### config.mk
export PLATFORM = sky130hd
export DESIGN_NAME = pipe_de_stage_flat
export DESIGN_NICKNAME = d
export VERILOG_FILES = /design/src/rtl/pipe_pkg.sv /design/src/rtl/pipe_de_stage_if.sv /design/src/rtl/pipe_skid_buf.sv /design/src/rtl/pipe_de_stage.sv /design/src/flat_wrapper.sv
export SDC_FILE = /design/constraint.sdc
export NUM_CORES = 1
export LEC_CHECK = 0
export ABC_AREA = 1
export CAP_MARGIN = 10
export CORE_ASPECT_RATIO = 1.75
export CORE_MARGIN = 8
export CORE_UTILIZATION = 45
export CTS_BUF_LIST = sky130_fd_sc_hd__clkbuf_8
export DETAILED_ROUTE_END_ITERATION = 7
export MAX_ROUTING_LAYER = met4
export PLACE_DENSITY_LB_ADDON = 0.15
export RECOVER_POWER = 100
export SETUP_SLACK_MARGIN = 0.5
export SYNTH_ARGS = -nofsm -noshare
export SYNTH_HDL_FRONTEND = slang
export SYNTH_SLANG_ARGS = --single-unit
### constraint.sdc
create_clock -name clk -period 1.8 [get_ports clk]
set_input_delay 0.36 -clock clk [delete_from_list [all_inputs] [get_ports clk]]
set_output_delay 0.36 -clock clk [all_outputs]
set_load 0.02 [all_outputs]
### src/rtl/pipe_pkg.sv
// pipe_pkg: shared definitions for the decode->execute pipeline register.
//   - default widths for the datapath, register index, ALU control and counters
//   - skid_state_e: occupancy encoding used by the elastic skid buffer
//   - de_bundle_t: default-width view of the decode bundle handed to execute
package pipe_pkg;

  localparam int DEF_DATA_W = 32;
  localparam int DEF_RN_W   = 5;
  localparam int DEF_ALUC_W = 4;
  localparam int DEF_CNT_W  = 16;

  // EMPTY: nothing held; FULL: main entry valid; SKID: main and skid valid
  typedef enum logic [1:0] {
    ST_EMPTY = 2'd0,
    ST_FULL  = 2'd1,
    ST_SKID  = 2'd2
  } skid_state_e;

  typedef struct packed {
    logic                  wreg;
    logic                  m2reg;
    logic                  wmem;
    logic [DEF_ALUC_W-1:0] aluc;
    logic                  aluimm;
    logic [DEF_DATA_W-1:0] a;
    logic [DEF_DATA_W-1:0] b;
    logic [DEF_DATA_W-1:0] imm;
    logic [DEF_RN_W-1:0]   rn;
    logic                  shift;
    logic                  jal;
    logic [DEF_DATA_W-1:0] pc4;
  } de_bundle_t;

endpackage

### src/rtl/pipe_de_stage_if.sv
// pipe_de_stage_if: decode-side and execute-side signals of the DE stage.
//   master: decode stage + hazard unit (drives d_* bundle, d_valid, e_ready)
//   slave : the DE stage (drives d_ready, e_* bundle, e_valid, counters)
interface pipe_de_stage_if
  import pipe_pkg::*;
#(
  parameter int DATA_W = DEF_DATA_W,
  parameter int RN_W   = DEF_RN_W,
  parameter int ALUC_W = DEF_ALUC_W,
  parameter int CNT_W  = DEF_CNT_W
);

  // decode side
  logic              d_valid;
  logic              d_ready;
  logic              dwreg, dm2reg, dwmem, daluimm, dshift, djal;
  logic [ALUC_W-1:0] daluc;
  logic [DATA_W-1:0] da, db, dimm, dpc4;
  logic [RN_W-1:0]   drn;

  // execute side
  logic              e_valid;
  logic              e_ready;
  logic              ewreg, em2reg, ewmem, ealuimm, eshift, ejal;
  logic [ALUC_W-1:0] ealuc;
  logic [DATA_W-1:0] ea, eb, eimm, epc4;
  logic [RN_W-1:0]   ern;

  // performance counters
  logic [CNT_W-1:0]  bubble_cnt;
  logic [CNT_W-1:0]  stall_cnt;

  modport master (
    output d_valid, dwreg, dm2reg, dwmem, daluimm, dshift, djal,
           daluc, da, db, dimm, dpc4, drn, e_ready,
    input  d_ready, e_valid, ewreg, em2reg, ewmem, ealuimm, eshift, ejal,
           ealuc, ea, eb, eimm, epc4, ern, bubble_cnt, stall_cnt
  );

  modport slave (
    input  d_valid, dwreg, dm2reg, dwmem, daluimm, dshift, djal,
           daluc, da, db, dimm, dpc4, drn, e_ready,
    output d_ready, e_valid, ewreg, em2reg, ewmem, ealuimm, eshift, ejal,
           ealuc, ea, eb, eimm, epc4, ern, bubble_cnt, stall_cnt
  );

endinterface

### src/rtl/pipe_skid_buf.sv
// pipe_skid_buf: generic one-entry-skid valid/ready register slice.
// Ports:
//   clk, rst          clock, synchronous active-high reset
//   flush             drops held entries and any same-cycle accept
//   in_valid/in_ready upstream handshake; in_ready is registered
//   in_data           upstream payload (W bits)
//   out_valid/out_ready downstream handshake
//   out_data          payload of the main (oldest) entry
module pipe_skid_buf
  import pipe_pkg::*;
#(
  parameter int W = 8
) (
  input  logic         clk,
  input  logic         rst,
  input  logic         flush,
  input  logic         in_valid,
  output logic         in_ready,
  input  logic [W-1:0] in_data,
  output logic         out_valid,
  input  logic         out_ready,
  output logic [W-1:0] out_data
);

  skid_state_e  state_q, state_d;
  logic [W-1:0] main_q, main_d;
  logic [W-1:0] skid_q, skid_d;
  logic         ready_q, ready_d;
  logic         accept;
  logic         rel;

  always_comb begin
    accept  = in_valid & ready_q;
    rel     = (state_q != ST_EMPTY) & out_ready;
    state_d = state_q;
    main_d  = main_q;
    skid_d  = skid_q;
    case (state_q)
      ST_EMPTY: begin
        if (accept) begin
          state_d = ST_FULL;
          main_d  = in_data;
        end
      end
      ST_FULL: begin
        if (accept && rel) begin
          main_d = in_data;
        end else if (accept) begin
          state_d = ST_SKID;
          skid_d  = in_data;
        end else if (rel) begin
          state_d = ST_EMPTY;
        end
      end
      ST_SKID: begin
        // in_ready is low here, so only the drain path can fire
        if (rel) begin
          state_d = ST_FULL;
          main_d  = skid_q;
        end
      end
      default: state_d = ST_EMPTY;
    endcase
    // Flush only empties the slice; stored payload is left as-is so the
    // downstream data lines stay quiet during the squash.
    if (flush) begin
      state_d = ST_EMPTY;
      main_d  = main_q;
      skid_d  = skid_q;
    end
    ready_d = (state_d != ST_SKID);
  end

  always_ff @(posedge clk) begin
    if (rst) begin
      state_q <= ST_EMPTY;
      main_q  <= '0;
      skid_q  <= '0;
      ready_q <= 1'b1;
    end else begin
      state_q <= state_d;
      main_q  <= main_d;
      skid_q  <= skid_d;
      ready_q <= ready_d;
    end
  end

  assign in_ready  = ready_q;
  assign out_valid = (state_q != ST_EMPTY);
  assign out_data  = main_q;

endmodule

### src/rtl/pipe_de_stage.sv
// pipe_de_stage: elastic ID/EX pipeline register.
// Ports:
//   clk    clock
//   clrn   synchronous active-high reset (dominates flush)
//   flush  squash held and incoming bundles (branch/jump redirect)
//   bus    pipe_de_stage_if.slave: d_* decode bundle with d_valid/d_ready,
//          e_* execute bundle with e_valid/e_ready, bubble_cnt, stall_cnt
// Architectural side-effect controls (wreg, m2reg, wmem, jal) are forced low
// while no bundle is presented; the other fields keep the last main entry.
module pipe_de_stage
  import pipe_pkg::*;
#(
  parameter int DATA_W = DEF_DATA_W,
  parameter int RN_W   = DEF_RN_W,
  parameter int ALUC_W = DEF_ALUC_W,
  parameter int CNT_W  = DEF_CNT_W
) (
  input logic             clk,
  input logic             clrn,
  input logic             flush,
  pipe_de_stage_if.slave  bus
);

  // Same field order as de_bundle_t, sized by this instance's parameters
  typedef struct packed {
    logic              wreg;
    logic              m2reg;
    logic              wmem;
    logic [ALUC_W-1:0] aluc;
    logic              aluimm;
    logic [DATA_W-1:0] a;
    logic [DATA_W-1:0] b;
    logic [DATA_W-1:0] imm;
    logic [RN_W-1:0]   rn;
    logic              shift;
    logic              jal;
    logic [DATA_W-1:0] pc4;
  } bundle_t;

  localparam int BUNDLE_W = $bits(bundle_t);

  bundle_t          d_bundle;
  bundle_t          e_bundle;
  logic             e_valid;
  logic [CNT_W-1:0] bubble_cnt_q, bubble_cnt_d;
  logic [CNT_W-1:0] stall_cnt_q, stall_cnt_d;

  always_comb begin
    d_bundle        = '0;
    d_bundle.wreg   = bus.dwreg;
    d_bundle.m2reg  = bus.dm2reg;
    d_bundle.wmem   = bus.dwmem;
    d_bundle.aluc   = bus.daluc;
    d_bundle.aluimm = bus.daluimm;
    d_bundle.a      = bus.da;
    d_bundle.b      = bus.db;
    d_bundle.imm    = bus.dimm;
    d_bundle.rn     = bus.drn;
    d_bundle.shift  = bus.dshift;
    d_bundle.jal    = bus.djal;
    d_bundle.pc4    = bus.dpc4;
  end

  pipe_skid_buf #(
    .W(BUNDLE_W)
  ) u_skid (
    .clk      (clk),
    .rst      (clrn),
    .flush    (flush),
    .in_valid (bus.d_valid),
    .in_ready (bus.d_ready),
    .in_data  (d_bundle),
    .out_valid(e_valid),
    .out_ready(bus.e_ready),
    .out_data (e_bundle)
  );

  // Saturating counters: stop at all-ones rather than wrap
  always_comb begin
    bubble_cnt_d = bubble_cnt_q;
    stall_cnt_d  = stall_cnt_q;
    if (!e_valid && (bubble_cnt_q != '1)) begin
      bubble_cnt_d = bubble_cnt_q + 1'b1;
    end
    if (e_valid && !bus.e_ready && (stall_cnt_q != '1)) begin
      stall_cnt_d = stall_cnt_q + 1'b1;
    end
  end

  always_ff @(posedge clk) begin
    if (clrn) begin
      bubble_cnt_q <= '0;
      stall_cnt_q  <= '0;
    end else begin
      bubble_cnt_q <= bubble_cnt_d;
      stall_cnt_q  <= stall_cnt_d;
    end
  end

  assign bus.e_valid    = e_valid;
  assign bus.ewreg      = e_bundle.wreg  & e_valid;
  assign bus.em2reg     = e_bundle.m2reg & e_valid;
  assign bus.ewmem      = e_bundle.wmem  & e_valid;
  assign bus.ejal       = e_bundle.jal   & e_valid;
  assign bus.ealuc      = e_bundle.aluc;
  assign bus.ealuimm    = e_bundle.aluimm;
  assign bus.eshift     = e_bundle.shift;
  assign bus.ea         = e_bundle.a;
  assign bus.eb         = e_bundle.b;
  assign bus.eimm       = e_bundle.imm;
  assign bus.ern        = e_bundle.rn;
  assign bus.epc4       = e_bundle.pc4;
  assign bus.bubble_cnt = bubble_cnt_q;
  assign bus.stall_cnt  = stall_cnt_q;

endmodule

### src/flat_wrapper.sv
// flat-port wrapper written by rule: the top's interface ports become plain ports
module pipe_de_stage_flat import pipe_pkg::*;
#(
  parameter int DATA_W = DEF_DATA_W,
  parameter int RN_W   = DEF_RN_W,
  parameter int ALUC_W = DEF_ALUC_W,
  parameter int CNT_W  = DEF_CNT_W
)
  (clk, clrn, flush, bus_d_valid, bus_dwreg, bus_dm2reg, bus_dwmem, bus_daluimm, bus_dshift, bus_djal, bus_daluc, bus_da, bus_db, bus_dimm, bus_dpc4, bus_drn, bus_e_ready, bus_d_ready, bus_e_valid, bus_ewreg, bus_em2reg, bus_ewmem, bus_ealuimm, bus_eshift, bus_ejal, bus_ealuc, bus_ea, bus_eb, bus_eimm, bus_epc4, bus_ern, bus_bubble_cnt, bus_stall_cnt);
  pipe_de_stage_if #(.DATA_W(DATA_W), .RN_W(RN_W), .ALUC_W(ALUC_W), .CNT_W(CNT_W)) bus_i ();
  input logic clk;
  input logic clrn;
  input logic flush;
  input wire logic [$bits(bus_i.d_valid)-1:0] bus_d_valid;
  input wire logic [$bits(bus_i.dwreg)-1:0] bus_dwreg;
  input wire logic [$bits(bus_i.dm2reg)-1:0] bus_dm2reg;
  input wire logic [$bits(bus_i.dwmem)-1:0] bus_dwmem;
  input wire logic [$bits(bus_i.daluimm)-1:0] bus_daluimm;
  input wire logic [$bits(bus_i.dshift)-1:0] bus_dshift;
  input wire logic [$bits(bus_i.djal)-1:0] bus_djal;
  input wire logic [$bits(bus_i.daluc)-1:0] bus_daluc;
  input wire logic [$bits(bus_i.da)-1:0] bus_da;
  input wire logic [$bits(bus_i.db)-1:0] bus_db;
  input wire logic [$bits(bus_i.dimm)-1:0] bus_dimm;
  input wire logic [$bits(bus_i.dpc4)-1:0] bus_dpc4;
  input wire logic [$bits(bus_i.drn)-1:0] bus_drn;
  input wire logic [$bits(bus_i.e_ready)-1:0] bus_e_ready;
  output wire logic [$bits(bus_i.d_ready)-1:0] bus_d_ready;
  output wire logic [$bits(bus_i.e_valid)-1:0] bus_e_valid;
  output wire logic [$bits(bus_i.ewreg)-1:0] bus_ewreg;
  output wire logic [$bits(bus_i.em2reg)-1:0] bus_em2reg;
  output wire logic [$bits(bus_i.ewmem)-1:0] bus_ewmem;
  output wire logic [$bits(bus_i.ealuimm)-1:0] bus_ealuimm;
  output wire logic [$bits(bus_i.eshift)-1:0] bus_eshift;
  output wire logic [$bits(bus_i.ejal)-1:0] bus_ejal;
  output wire logic [$bits(bus_i.ealuc)-1:0] bus_ealuc;
  output wire logic [$bits(bus_i.ea)-1:0] bus_ea;
  output wire logic [$bits(bus_i.eb)-1:0] bus_eb;
  output wire logic [$bits(bus_i.eimm)-1:0] bus_eimm;
  output wire logic [$bits(bus_i.epc4)-1:0] bus_epc4;
  output wire logic [$bits(bus_i.ern)-1:0] bus_ern;
  output wire logic [$bits(bus_i.bubble_cnt)-1:0] bus_bubble_cnt;
  output wire logic [$bits(bus_i.stall_cnt)-1:0] bus_stall_cnt;
  assign bus_i.d_valid = bus_d_valid;
  assign bus_i.dwreg = bus_dwreg;
  assign bus_i.dm2reg = bus_dm2reg;
  assign bus_i.dwmem = bus_dwmem;
  assign bus_i.daluimm = bus_daluimm;
  assign bus_i.dshift = bus_dshift;
  assign bus_i.djal = bus_djal;
  assign bus_i.daluc = bus_daluc;
  assign bus_i.da = bus_da;
  assign bus_i.db = bus_db;
  assign bus_i.dimm = bus_dimm;
  assign bus_i.dpc4 = bus_dpc4;
  assign bus_i.drn = bus_drn;
  assign bus_i.e_ready = bus_e_ready;
  assign bus_d_ready = bus_i.d_ready;
  assign bus_e_valid = bus_i.e_valid;
  assign bus_ewreg = bus_i.ewreg;
  assign bus_em2reg = bus_i.em2reg;
  assign bus_ewmem = bus_i.ewmem;
  assign bus_ealuimm = bus_i.ealuimm;
  assign bus_eshift = bus_i.eshift;
  assign bus_ejal = bus_i.ejal;
  assign bus_ealuc = bus_i.ealuc;
  assign bus_ea = bus_i.ea;
  assign bus_eb = bus_i.eb;
  assign bus_eimm = bus_i.eimm;
  assign bus_epc4 = bus_i.epc4;
  assign bus_ern = bus_i.ern;
  assign bus_bubble_cnt = bus_i.bubble_cnt;
  assign bus_stall_cnt = bus_i.stall_cnt;
  pipe_de_stage #(.DATA_W(DATA_W), .RN_W(RN_W), .ALUC_W(ALUC_W), .CNT_W(CNT_W)) u_core (.clk(clk), .clrn(clrn), .flush(flush), .bus(bus_i));
endmodule
---- Word-level counts from Yosys, hierarchy flattened ----
Index checks and enable logic that the tools add are counted.
Widths: inputs -> output; s select.
storage, ports and cells
  register bits ........................... 321
  bits in latches ......................... 0
  memory bits (writable) .................. 0
  bits in read-only memories .............. 0
  bits of input ports ..................... 148
  output and inout bits ................... 177
  memories ................................ 0
cells by class
  $add $sub $neg .......................... 2
  $mul .................................... 0
  div/mod/pow operators ................... 0
  magnitude comparators ................... 0
  equality and inequality tests ........... 8
  shifts and indexed selects .............. 0
  mux-type cells .......................... 11
  bitwise operators ....................... 8
  reductions and logical operators ........ 11
operators with widths
  operator               count
  $mux 143               3
  $pmux 143 s3           1
  $add 16x1->16 const B  2
  $ne 16x16->1 const B   2
  $mux 2                 6
  $ne 2x2->1 const B     4
  $and 1x1->1            6
  $pmux 2 s3             1
  $reduce_and 5->1       1
  $logic_and 1x1->1      4
  $reduce_and 4->1       1
  $reduce_bool 3->1      1
  $eq 2x1->1 const B     1
  $eq 2x2->1 const B     1
  $logic_not 1->1        2
  $logic_not 2->1        1
  $not 1->1              2
  $reduce_bool 2->1      1

---- Logic depth before layout (Yosys ltp) ----
Gate-level depths: netlist of run 1.
  depth after elaboration ................. 8
  mapped depth ............................ 9
  depth with buffers taken out ............ 9

---- Hierarchy ----
Synthesis of run 1 repeated with hierarchy kept, for this count alone.
unflattened totals
  cells, all modules ...................... 2327
  area total of the unflattened synthesis .. 14676.6 um^2
modules (own cells, without submodules)
  module         instances  cells an instance  area each (um^2)  sequential area each (um^2)
  pipe_skid_buf  1          2023               12788.5           5785.5
  pipe_de_stage  1          304                1888.1            640.6

---- Worst setup path before layout of run 1 ----
Ideal clock, no wire load.
  path kind ............................... reg2reg
  start point ............................. register u_core.bubble_cnt_q[0], in the netlist u_core.bus.bubble_cnt[0]
  end point ............................... register u_core.bubble_cnt_q[11], in the netlist u_core.bus.bubble_cnt[11]
  setup time .............................. 70 ps
  arrival ................................. 1576 ps
  data required time ...................... 1730 ps
  slack ................................... 153 ps
  stages on the path, launching flop included .. 9
  path buffers ............................ 1
  clock period less this slack ............ 1647 ps
  cells stage by stage .................... dfxtp_1 -> ha_1 -> nand2_1 -> nor2_1 -> nand2_1 -> o21ai_0 -> buf_2 -> nand2_1 -> a21oi_1
between the ends
  cells in the longest elaborated chain, start to end .. 2
  elaborated cells on any way between the ends .. 3
  those cells by class .................... add/sub: 1; eq/ne: 1; reduce/logical: 1
RTL lines
  item                                                                   line                 source
  start, declared                                                        pipe_de_stage.sv:45  logic [CNT_W-1:0] bubble_cnt_q, bubble_cnt_d;
  start signal, assigned                                                 pipe_de_stage.sv:95  bubble_cnt_q <= bubble_cnt_d;
  parallel branches: the longest is 2 deep, another holds $add 16x1->16  -
Several ways; the timed one is not identified.
A chain may end at the register's enable or synchronous reset.

---- Worst setup path in the final report of run 1 ----
  start point ............................. register u_core.u_skid.state_q[0]
  end point ............................... output port bus_ewmem
between the ends
  cells in the longest elaborated chain, start to end .. 2
RTL lines
  item                    line                  source
  start, declared         pipe_skid_buf.sv:25   skid_state_e state_q, state_d;
  start signal, assigned  pipe_skid_buf.sv:81   state_q <= state_d;
  $reduce_bool 2->1       pipe_skid_buf.sv:89   assign out_valid = (state_q != ST_EMPTY);
  $and 1x1->1             pipe_de_stage.sv:103  assign bus.ewmem = e_bundle.wmem & e_valid;
  end, declared           flat_wrapper.sv:32    output wire logic [$bits(bus_i.ewmem)-1:0] bus_ewmem;
No other way between the ends.

==> results of run 1 <==
## cell usage in the layout (no fill, tap or decap), drive strengths merged, types with 2 or more instances in the layout
cell	n
inv	336
xor2	7
clkbuf	84
nand4	13
clkdlybuf4s50	147
nand2	253
xnor2	5
nand3	20
dfxtp	321
buf	279
nor2	60
ha	2
o21ai	433
diode	11
a21oi	312
dlygate4sd2	41
## logic make-up (layout without fill, tap and decap cells)
family / after synthesis / in the layout / share of synthesized area (%)
buf+inv: 582 / 890 / 20.2
simple gates: 344 / 348 / 9.50
xor+xnor: 12 / 12 / 0.718
flops: 321 / 321 / 43.9
other cells: 0 / 11 / 0
compound gates: 745 / 745 / 25.5
fa+ha+maj: 2 / 2 / 0.171
## metal layers
layer  GRT usage [%]  wire (um)  share of wire [%]  vias up
li1                -          -                  -     6921
met1            21.0      17700                 37     6450
met2            36.9      25800                 53      416
met3            5.04       2820                5.8      123
met4            9.84       2060                4.3        0
met5               -          0                  0        -
## path summary, 6_finish.rpt
kind / depth (start not counted) / start / slack, ns / to
setup / recovery: 4 / u_core.u_skid.state_q[0] / 0.04 / bus_ewmem
hold / removal: 3 / bus_da[8] / 0.43 / u_core.u_skid.skid_q[111]
setup reg to reg: 10 / u_core.u_skid.state_q[0] / 0.05 / u_core.u_skid.out_data[46]
hold reg to reg: 2 / u_core.u_skid.out_data[49] / 0.44 / u_core.u_skid.out_data[49]
## final cells by class
cell class | count | area share (%)
diodes | 11 | 0.129
clock buffers | 55 | 3.54
clock inverters | 21 | 0.374
inverters | 313 | 5.69
multi-input cells | 1107 | 29.2
flip-flops and latches | 321 | 31.2
well taps | 400 | 2.34
repair buffers | 497 | 27.3
repair inverters | 4 | 0.175
## through the flow
stage / area, um2 / utilization [%]
floorplan: 14900 / -
global placement: 17800 / 55.5
detailed placement: 17800 / 55.5
CTS: 19300 / 60.1
global route: 21400 / 66.6
finish: 21400 / 66.6
## worst max-delay path, stage by stage, from the launching register on
cell and delay (ns):
dfxtp_4 0.35, nor2_4 0.14, buf_8 0.16, nor2_4 0.04, buf_6 0.13
## state kept, by name (all words and copies together), names as in the netlist
signal / cells
u_core.u_skid.out_data: 143
u_core.u_skid.skid_q: 143
u_core.bus.bubble_cnt: 16
u_core.bus.stall_cnt: 16
u_core.u_skid.state_q: 2
u_core.u_skid.in_ready: 1
## timing repair
action | CTS | global route
setup buffers | 39 | 18
endpoints found under the setup margin | 496 | 498
pin swaps | 1 | 44
gates cloned | 0 | 47
hold endpoints to repair | 0 | 0
gates resized for setup | 1017 | 316
## power by group
group | internal (uW) | switching [uW] | leakage [uW]
clock | 2740 | 2740 | 0.000506
combinational | 1330 | 1380 | 0.00549
sequential | 7380 | 200 | 0.00268
==> results_dict.tcl, run 1 <==
set metrics [dict create \
    status "complete, no violations" \
    setup_viol_count_final 0 \
    ys_types 27 \
    period_minus_slack_ns 1.76 \
    skew_ns 0.0201 \
    ctsHoldBuffers 0 \
    rows 87 \
    relSlewSlack_pct 72.2 \
    grt_pass1_vias 12285 \
    grt_usage_pct 20.6 \
    clk_latency_ns 0.58 \
    peakVddDrop_mv 0.588 \
    path_max_fanout 4 \
    grt_start_max_net_pins 60 \
    fmax_mhz 568 \
    layout_setup_ws_ns 0.0408 \
    rsz0062_at_grt "true" \
    hold_violations 0 \
    num_io_pins 325 \
    clk_pin_slew_ns 0.06 \
    clk_path_buf_depth 3 \
    hp-class "in -> reg" \
    setup_tns_ns 0 \
    synth_common_cells "o21ai_0, dfxtp_1, a21oi_1" \
    drt_iter0_markers 635 \
    yosys.area.top_type_share_pct 43.9 \
    fin_cells 2729 \
    ys_top_cells_by_area "dfxtp_1, o21ai_0, a21oi_1" \
    postRouteAntennaNets 0 \
    antenna_found_initial 11 \
    cts_tree "yes" \
    cp.required_ns 1.44 \
    synth-seq-cells 321 \
    numClockSinks 321 \
    critical_path_class "reg -> out" \
    dp_hpwl_um 29400 \
    htree_levels 2 \
    drive_gt1_share_pct 29.9 \
    syn_avg_cell_area_um2 7.30 \
    crit_path_end_kind "output port" \
    grt_pass1_wl_um 63100 \
    async_flop_share_pct 0 \
    vias_per_cell 5.10 \
    synth_edf_count 0 \
    cts-buffers-inserted 48 \
    ys_seq_area_share_pct 43.9 \
    die_width_um 152 \
    port_buffers 324 \
    holdWs_ns 0.427 \
    syn_nets 2156 \
    gp_congestion 0.826 \
    cts_root_buf "clkbuf_8" \
    avgRoutedWirePerCell_um 17.7 \
    dieHeight_um 255 \
    start_kind "register" \
    coreArea_mm2 0.0321 \
    synth_cells 2006 \
    seq_area_mm2 0.00668 \
    powerDensity_mw_per_mm2 737 \
    overflow 0 \
    fillers 2642 \
    synth.most_common_cell "o21ai_0" \
    drtPass1Iterations 5 \
    area_growth_pct 46.2 \
    drc 0 \
    layout_worst_path_cycle_share_pct 97.7 \
    dpl.cell_count 2538 \
    synth_flop_cell "dfxtp_1" \
    drt-total-wl_um 48300 \
    leakagePower_uw 0.00867 \
    arrival_ns 1.40 \
    drv_cap 0 \
    synthesis.area_mm2 0.0146 \
    dr_total_vias 13910 \
    yosysWarningCount 0 \
    total_power_uw 15800 \
    fin_nets 2442 \
    final_max_slew_viol_count 0 \
    start_util_pct 45.6 \
    dp_slack_ns -0.214 \
    worst_pin_slew_ns 0.412 \
    multi_input_area_mm2 0.00625 \
    dieArea_mm2 0.0388 \
    synth.largest_area_cell "dfxtp_1" \
]
Note: power is estimated with default switching activity, not from simulation.
==> run 2: changes to the inputs <==
--- a/config.mk
+++ b/config.mk
@@ -16,6 +16,7 @@
 export PLACE_DENSITY_LB_ADDON = 0.15
 export RECOVER_POWER = 100
 export SETUP_SLACK_MARGIN = 0.5
+export SKIP_LAST_GASP = 1
 export SYNTH_ARGS = -nofsm -noshare
 export SYNTH_HDL_FRONTEND = slang
 export SYNTH_SLANG_ARGS = --single-unit
==> constraint.sdc (replaced) <==
create_clock -name clk -period 2.2 [get_ports clk]
set_input_delay 0.44 -clock clk [delete_from_list [all_inputs] [get_ports clk]]
set_output_delay 0.44 -clock clk [all_outputs]
set_load 0.02 [all_outputs]
==> run 2 against run 1 <==
  * First-iteration DRC count decreased by 4.3%
  * Sequential share of layout area increased by 4.8 points
  * Register-to-register slack improved by 0.22 ns
  * Non-clock buffer count decreased by 107
  * Clock skew decreased by 0.0070 ns
  * Largest cell class unchanged
  * Highest routed layer unchanged
  * Via count decreased by 5.2%
  * Count of clock-buffer cells in the layout increased by 15
  * Sequential power decreased by 18%
  * Critical path type is now reg -> reg
  * Critical path depth increased by 5
==> results_dict.tcl, run 2 (same netlist as run 1, synthesis figures left out) <==
set metrics [dict create \
    status "complete, no violations" \
    fillers 3159 \
    fin_nets 2329 \
    numClockSinks 321 \
    period_minus_slack_ns 1.93 \
    seq_power_share_pct 47.8 \
    relSlewSlack_pct 67.8 \
    path_max_fanout 23 \
    final_max_slew_viol_count 0 \
    critical_path.cell_chain "nor2_4 -> clkbuf_1 -> nor2_4 -> inv_1 -> nand3_4 -> clkbuf_2 -> clkbuf_16 -> o21ai_0 -> a21oi_1" \
    regToRegSetupSlack_ns 0.27 \
    holdWs_ns 0.440 \
    cts_tree "yes" \
    start_util_pct 45.6 \
    cp.required_ns 2.66 \
    layout_common_cells "o21ai_0, inv_1, a21oi_1" \
    hold_depth 2 \
    drv_cap 0 \
    powerDensity_mw_per_mm2 723 \
    peakVddDrop_mv 0.448 \
    placedInstanceArea_mm2 0.0172 \
    cts_root_buf "clkbuf_8" \
    pwr-share-comb_pct 12.7 \
    grt_pass1_vias 12206 \
    leakagePower_uw 0.00679 \
    crit_path_top_delay_cell "dfxtp_1" \
    slowest_delay_ns 0.37 \
    critical_path_class "reg -> reg" \
    grt_usage_pct 20.5 \
    start_kind "register" \
    grt_start_max_net_pins 95 \
    grt_pass1_wl_um 62900 \
    avgRoutedWirePerCell_um 16.5 \
    postRouteAntennaNets 0 \
    setup_tns_ns 0 \
    drt_iter0_markers 608 \
    layout_worst_path_cycle_share_pct 87.6 \
    rows 87 \
    whs_endpoint "u_core.u_skid.out_data[89]" \
    worst_pin_slew_ns 0.483 \
    final_common_cell "o21ai_0" \
    port_buffers 324 \
    cts-buffers-inserted 49 \
    coreArea_mm2 0.0321 \
    drt-total-wl_um 43300 \
    drc 0 \
    drtPass1Iterations 7 \
    clk_path_buf_depth 3 \
    dieArea_mm2 0.0388 \
    min_from "u_core.u_skid.out_data[89]" \
    skew_ns 0.0131 \
    p_clk_share_pct 39.5 \
    dr_total_vias 13182 \
    dp_hpwl_um 28700 \
    crit_path_end_kind "register" \
    drive_gt1_share_pct 7.64 \
    p_sw_uw 3390 \
    design_area_mm2 0.0179 \
    dieHeight_um 255 \
    area_growth_pct 22.3 \
    rsz0062_at_grt "true" \
    num_io_pins 325 \
    r2r-start "u_core.u_skid.state_q[0]" \
    dp_slack_ns 0.128 \
    arrival_ns 2.38 \
    crit_top_cell "nor2_4" \
    p_int_uw 9550 \
    hp-class "reg -> reg" \
    setup_viol_count_final 0 \
    htree_levels 2 \
    antenna_found_initial 9 \
    hold_violations 0 \
    fmax_mhz 519 \
    clk_latency_ns 0.58 \
    ctsHoldBuffers 0 \
    die_width_um 152 \
    layout_setup_ws_ns 0.273 \
    gp_congestion 0.883 \
    worstReg2RegEnd "u_core.u_skid.out_data[17]" \
    rr_worst_depth 9 \
    clk_pin_slew_ns 0.06 \
    swShare_pct 26.2 \
    overflow 0 \
    vias_per_cell 5.03 \
]
run 2: cell types whose count changed in the layout (fill, tap and decap cells not counted), moves of 41 or more:
cell	change
o21ai_0	+141
dfxtp_2	-79
o21ai_1	-52
dlygate4sd2_1	-41
buf_6	-155
a21oi_1	+64
buf_4	-58
o21ai_2	-60
dfxtp_1	+113
clkbuf_1	+120
a21oi_2	-64
clkdlybuf4s25_1	+70
run 2: layout make-up:
class | instances | area, um2 | area share, %
Tap cell | 400 | 500 | 2.80
Timing Repair inverter | 1 | 8.76 | 0.0489
Timing Repair Buffer | 390 | 3370 | 18.8
Clock inverter | 14 | 66.3 | 0.371
Clock buffer | 70 | 963 | 5.38
Sequential cell | 321 | 6450 | 36.1
Antenna cell | 9 | 22.5 | 0.126
Inverter | 313 | 1210 | 6.74
Multi-Input combinational cell | 1103 | 5310 | 29.7
run 2: what timing repair did:
| action | CTS | global route |
|---|---|---|
| endpoints found under the setup margin | 297 | 176 |
| pin swaps | 1 | 3 |
| setup buffers | 3 | 8 |
| gates cloned | 0 | 11 |
| resized for setup | 655 | 112 |
run 2: worst max path at each step:
stage / start / to / slack (ns) / cells past startpoint
floorplan: u_core.bus.bubble_cnt[0] / u_core.bus.bubble_cnt[11] / 0.55 / 8
global placement: bus_e_ready / u_core.u_skid.skid_q[100] / 0.17 / 7
detailed placement: bus_e_ready / u_core.u_skid.skid_q[109] / 0.13 / 7
CTS: u_core.u_skid.state_q[0] / bus_ejal / 0.34 / 3
global route: u_core.bus.stall_cnt[0] / u_core.bus.stall_cnt[11] / 0.16 / 9
finish: u_core.u_skid.state_q[0] / u_core.u_skid.out_data[17] / 0.27 / 9
run 2: power by group through the flow:
stage / sequential (uW) / clock, uW / combinational (uW)
4_1_cts: 6180 / 5280 / 1630
3_3_place_gp: 6310 / 0 / 1690
2_1_floorplan: 6270 / 0 / 1100
6_report: 6180 / 5110 / 1640
5_1_grt: 6210 / 5500 / 1810
3_5_place_dp: 6310 / 0 / 1720
run 2: through the flow:
stage               total power [uW]  instances  utilization [%]
detailed placement              8030       2506             53.5
global route                   13500       2621             55.7
finish                         12900       2621             55.7
floorplan                       7370       2006                -
CTS                            13100       2593             55.9
global placement                8000       2506             53.5
run 2: routing by layer:
layer / up-vias / global-route usage, % / wire length (um)
met3: 83 / 4.26 / 2330
met5: - / - / 0
li1: 6655 / - / -
met2: 349 / 37.6 / 22800
met1: 6095 / 20.8 / 16800
met4: 0 / 9.21 / 1340
run 2: critical path, delay by kind of cell, from the launching register on:
family / cells / cell delay, ns
AO/OA/AOI/OAI: 2 / 0.24
buffers and inverters: 4 / 0.77
flip-flops: 1 / 0.37
AND/OR/NAND/NOR: 3 / 0.43
==> run 3: changes to the inputs <==
--- a/config.mk
+++ b/config.mk
@@ -13,10 +13,11 @@
 export CTS_BUF_LIST = sky130_fd_sc_hd__clkbuf_8
 export DETAILED_ROUTE_END_ITERATION = 7
 export MAX_ROUTING_LAYER = met4
-export PLACE_DENSITY_LB_ADDON = 0.15
+export PLACE_DENSITY = 0.72
 export RECOVER_POWER = 100
 export SETUP_SLACK_MARGIN = 0.5
 export SKIP_LAST_GASP = 1
+export SLEW_MARGIN = 0
 export SYNTH_ARGS = -nofsm -noshare
 export SYNTH_HDL_FRONTEND = slang
 export SYNTH_SLANG_ARGS = --single-unit
==> run 3 against run 2 <==
  * Design area decreased by 1.2%
  * Sequential power is essentially flat
  * Cell count fell by 0.69%
==> results_dict.tcl, run 3 (same netlist as run 1, synthesis figures left out) <==
set metrics [dict create \
    status "complete, no violations" \
    final_common_cell "o21ai_0" \
    worst_pin_slew_ns 0.478 \
    critPathBufInv 2 \
    setup_viol_count_final 0 \
    p_sw_uw 3350 \
    die_width_um 152 \
    critPathLaunch "u_core.u_skid.state_q[0]" \
    layout_worst_path_cycle_share_pct 86.6 \
    critical_path_class "reg -> out" \
    total_power_uw 12600 \
    fmax_mhz 525 \
    pwr-share-comb_pct 12.6 \
    coreArea_mm2 0.0321 \
    r2r-start "u_core.u_skid.state_q[0]" \
    cts_tree "yes" \
    crit_path_top_delay_cell "dfxtp_1" \
    gp_congestion 0.885 \
    relSlewSlack_pct 68.0 \
    cp_top_family "flip-flops" \
    clk_pin_slew_ns 0.06 \
    area_growth_pct 20.8 \
    drtPass1Iterations 5 \
    antenna_found_initial 6 \
    arrival_ns 1.47 \
    swShare_pct 26.5 \
    ctsHoldBuffers 0 \
    cts_root_buf "clkbuf_8" \
    vias_per_cell 5.08 \
    design_area_mm2 0.0177 \
    cts-buffers-inserted 49 \
    path_max_fanout 6 \
    drc 0 \
    final_max_slew_viol_count 0 \
    layout_common_cells "o21ai_0, inv_1, a21oi_1" \
    powerDensity_mw_per_mm2 715 \
    hold_violations 0 \
    placedInstanceArea_mm2 0.0171 \
    drv_cap 0 \
    clk_latency_ns 0.59 \
    postRouteAntennaNets 0 \
    crit_path_end_kind "output port" \
    critical_path.cell_chain "nor2_4 -> buf_12 -> nor2_2 -> buf_6" \
    drt_iter0_markers 737 \
    fin_nets 2312 \
    grt_pass1_vias 12443 \
    dr_total_vias 13228 \
    numClockSinks 321 \
    grt_start_max_net_pins 86 \
    leakagePower_uw 0.00671 \
    clk_path_buf_depth 3 \
    overflow 0 \
    rsz0062_at_grt "true" \
    dieHeight_um 255 \
    skew_ns 0.0296 \
    period_minus_slack_ns 1.91 \
    min_from "u_core.u_skid.out_data[21]" \
    p_int_uw 9290 \
    grt_usage_pct 20.5 \
    slowest_delay_ns 0.45 \
    drt-total-wl_um 41700 \
    avgRoutedWirePerCell_um 16.0 \
    cp.required_ns 1.76 \
    start_util_pct 45.6 \
    fin_util_pct 55.0 \
    seq_power_share_pct 48.9 \
    port_buffers 324 \
    drive_gt1_share_pct 6.97 \
    dp_hpwl_um 28600 \
    dieArea_mm2 0.0388 \
    rows 87 \
    start_kind "register" \
    p_clk_share_pct 38.5 \
    htree_levels 2 \
    hp-class "reg -> reg" \
    num_io_pins 325 \
    setup_tns_ns 0 \
    peakVddDrop_mv 0.484 \
    grt_pass1_wl_um 63400 \
]
run 3: worst paths after layout:
kind,endpoint,slack [ns],cells past startpoint
setup / recovery,bus_em2reg,0.29,4
hold / removal,u_core.u_skid.out_data[21],0.44,2
setup reg to reg,u_core.u_skid.out_data[119],0.30,9
hold reg to reg,u_core.u_skid.out_data[21],0.44,2
run 3: repair_timing:
item | 4_1_cts | 5_1_grt
gates resized for setup | 644 | 59
buffers inserted | 4 | 1
gates cloned | 0 | 5
setup endpoints to repair | 285 | 202
pin swaps | 1 | 2
run 3: per-stage QoR:
step | worst slack, ns | instances | hold slack, ns
final | 0.294 | 2603 | 0.443
after global placement | 0.0802 | 2501 | 0.430
after detailed placement | 0.0624 | 2501 | 0.434
after global routing | 0.163 | 2601 | 0.456
after CTS | 0.350 | 2589 | 0.444
after floorplan | 0.553 | 2006 | 0.424
run 3: layout make-up:
type	count	area (um2)
antenna	8	20.0
clock buffer	60	826
clock inverter	24	128
fill	3110	14400
inverter	313	1210
multi-input combinational	1105	5290
sequential	321	6460
tap	400	500
timing repair buffer	371	3240
timing repair inverter	1	8.76
run 3: power groups by stage:
stage          Sequential, uW  Clock, uW  Combinational (uW)
2_1_floorplan            6270          0                1100
3_3_place_gp             6300          0                1710
3_5_place_dp             6310          0                1730
4_1_cts                  6180       5020                1670
5_1_grt                  6200       5250                1760
6_report                 6190       4860                1590
run 3: layer usage:
layer / vias to the layer above / GRT usage [%] / wire length (um)
met5: - / - / 0
met4: 0 / 12.5 / 2030
met3: 114 / 3.99 / 2200
met2: 374 / 36.8 / 21900
met1: 6121 / 20.4 / 15600
li1: 6619 / - / -
run 3: worst register-to-register path: cells and delay by family, from the launching register on:
| family | cells | cell delay, ns |
|---|---|---|
| buffers and inverters | 4 | 0.64 |
| flip-flops | 1 | 0.37 |
| AO/OA/AOI/OAI | 2 | 0.36 |
| AND/OR/NAND/NOR | 3 | 0.42 |
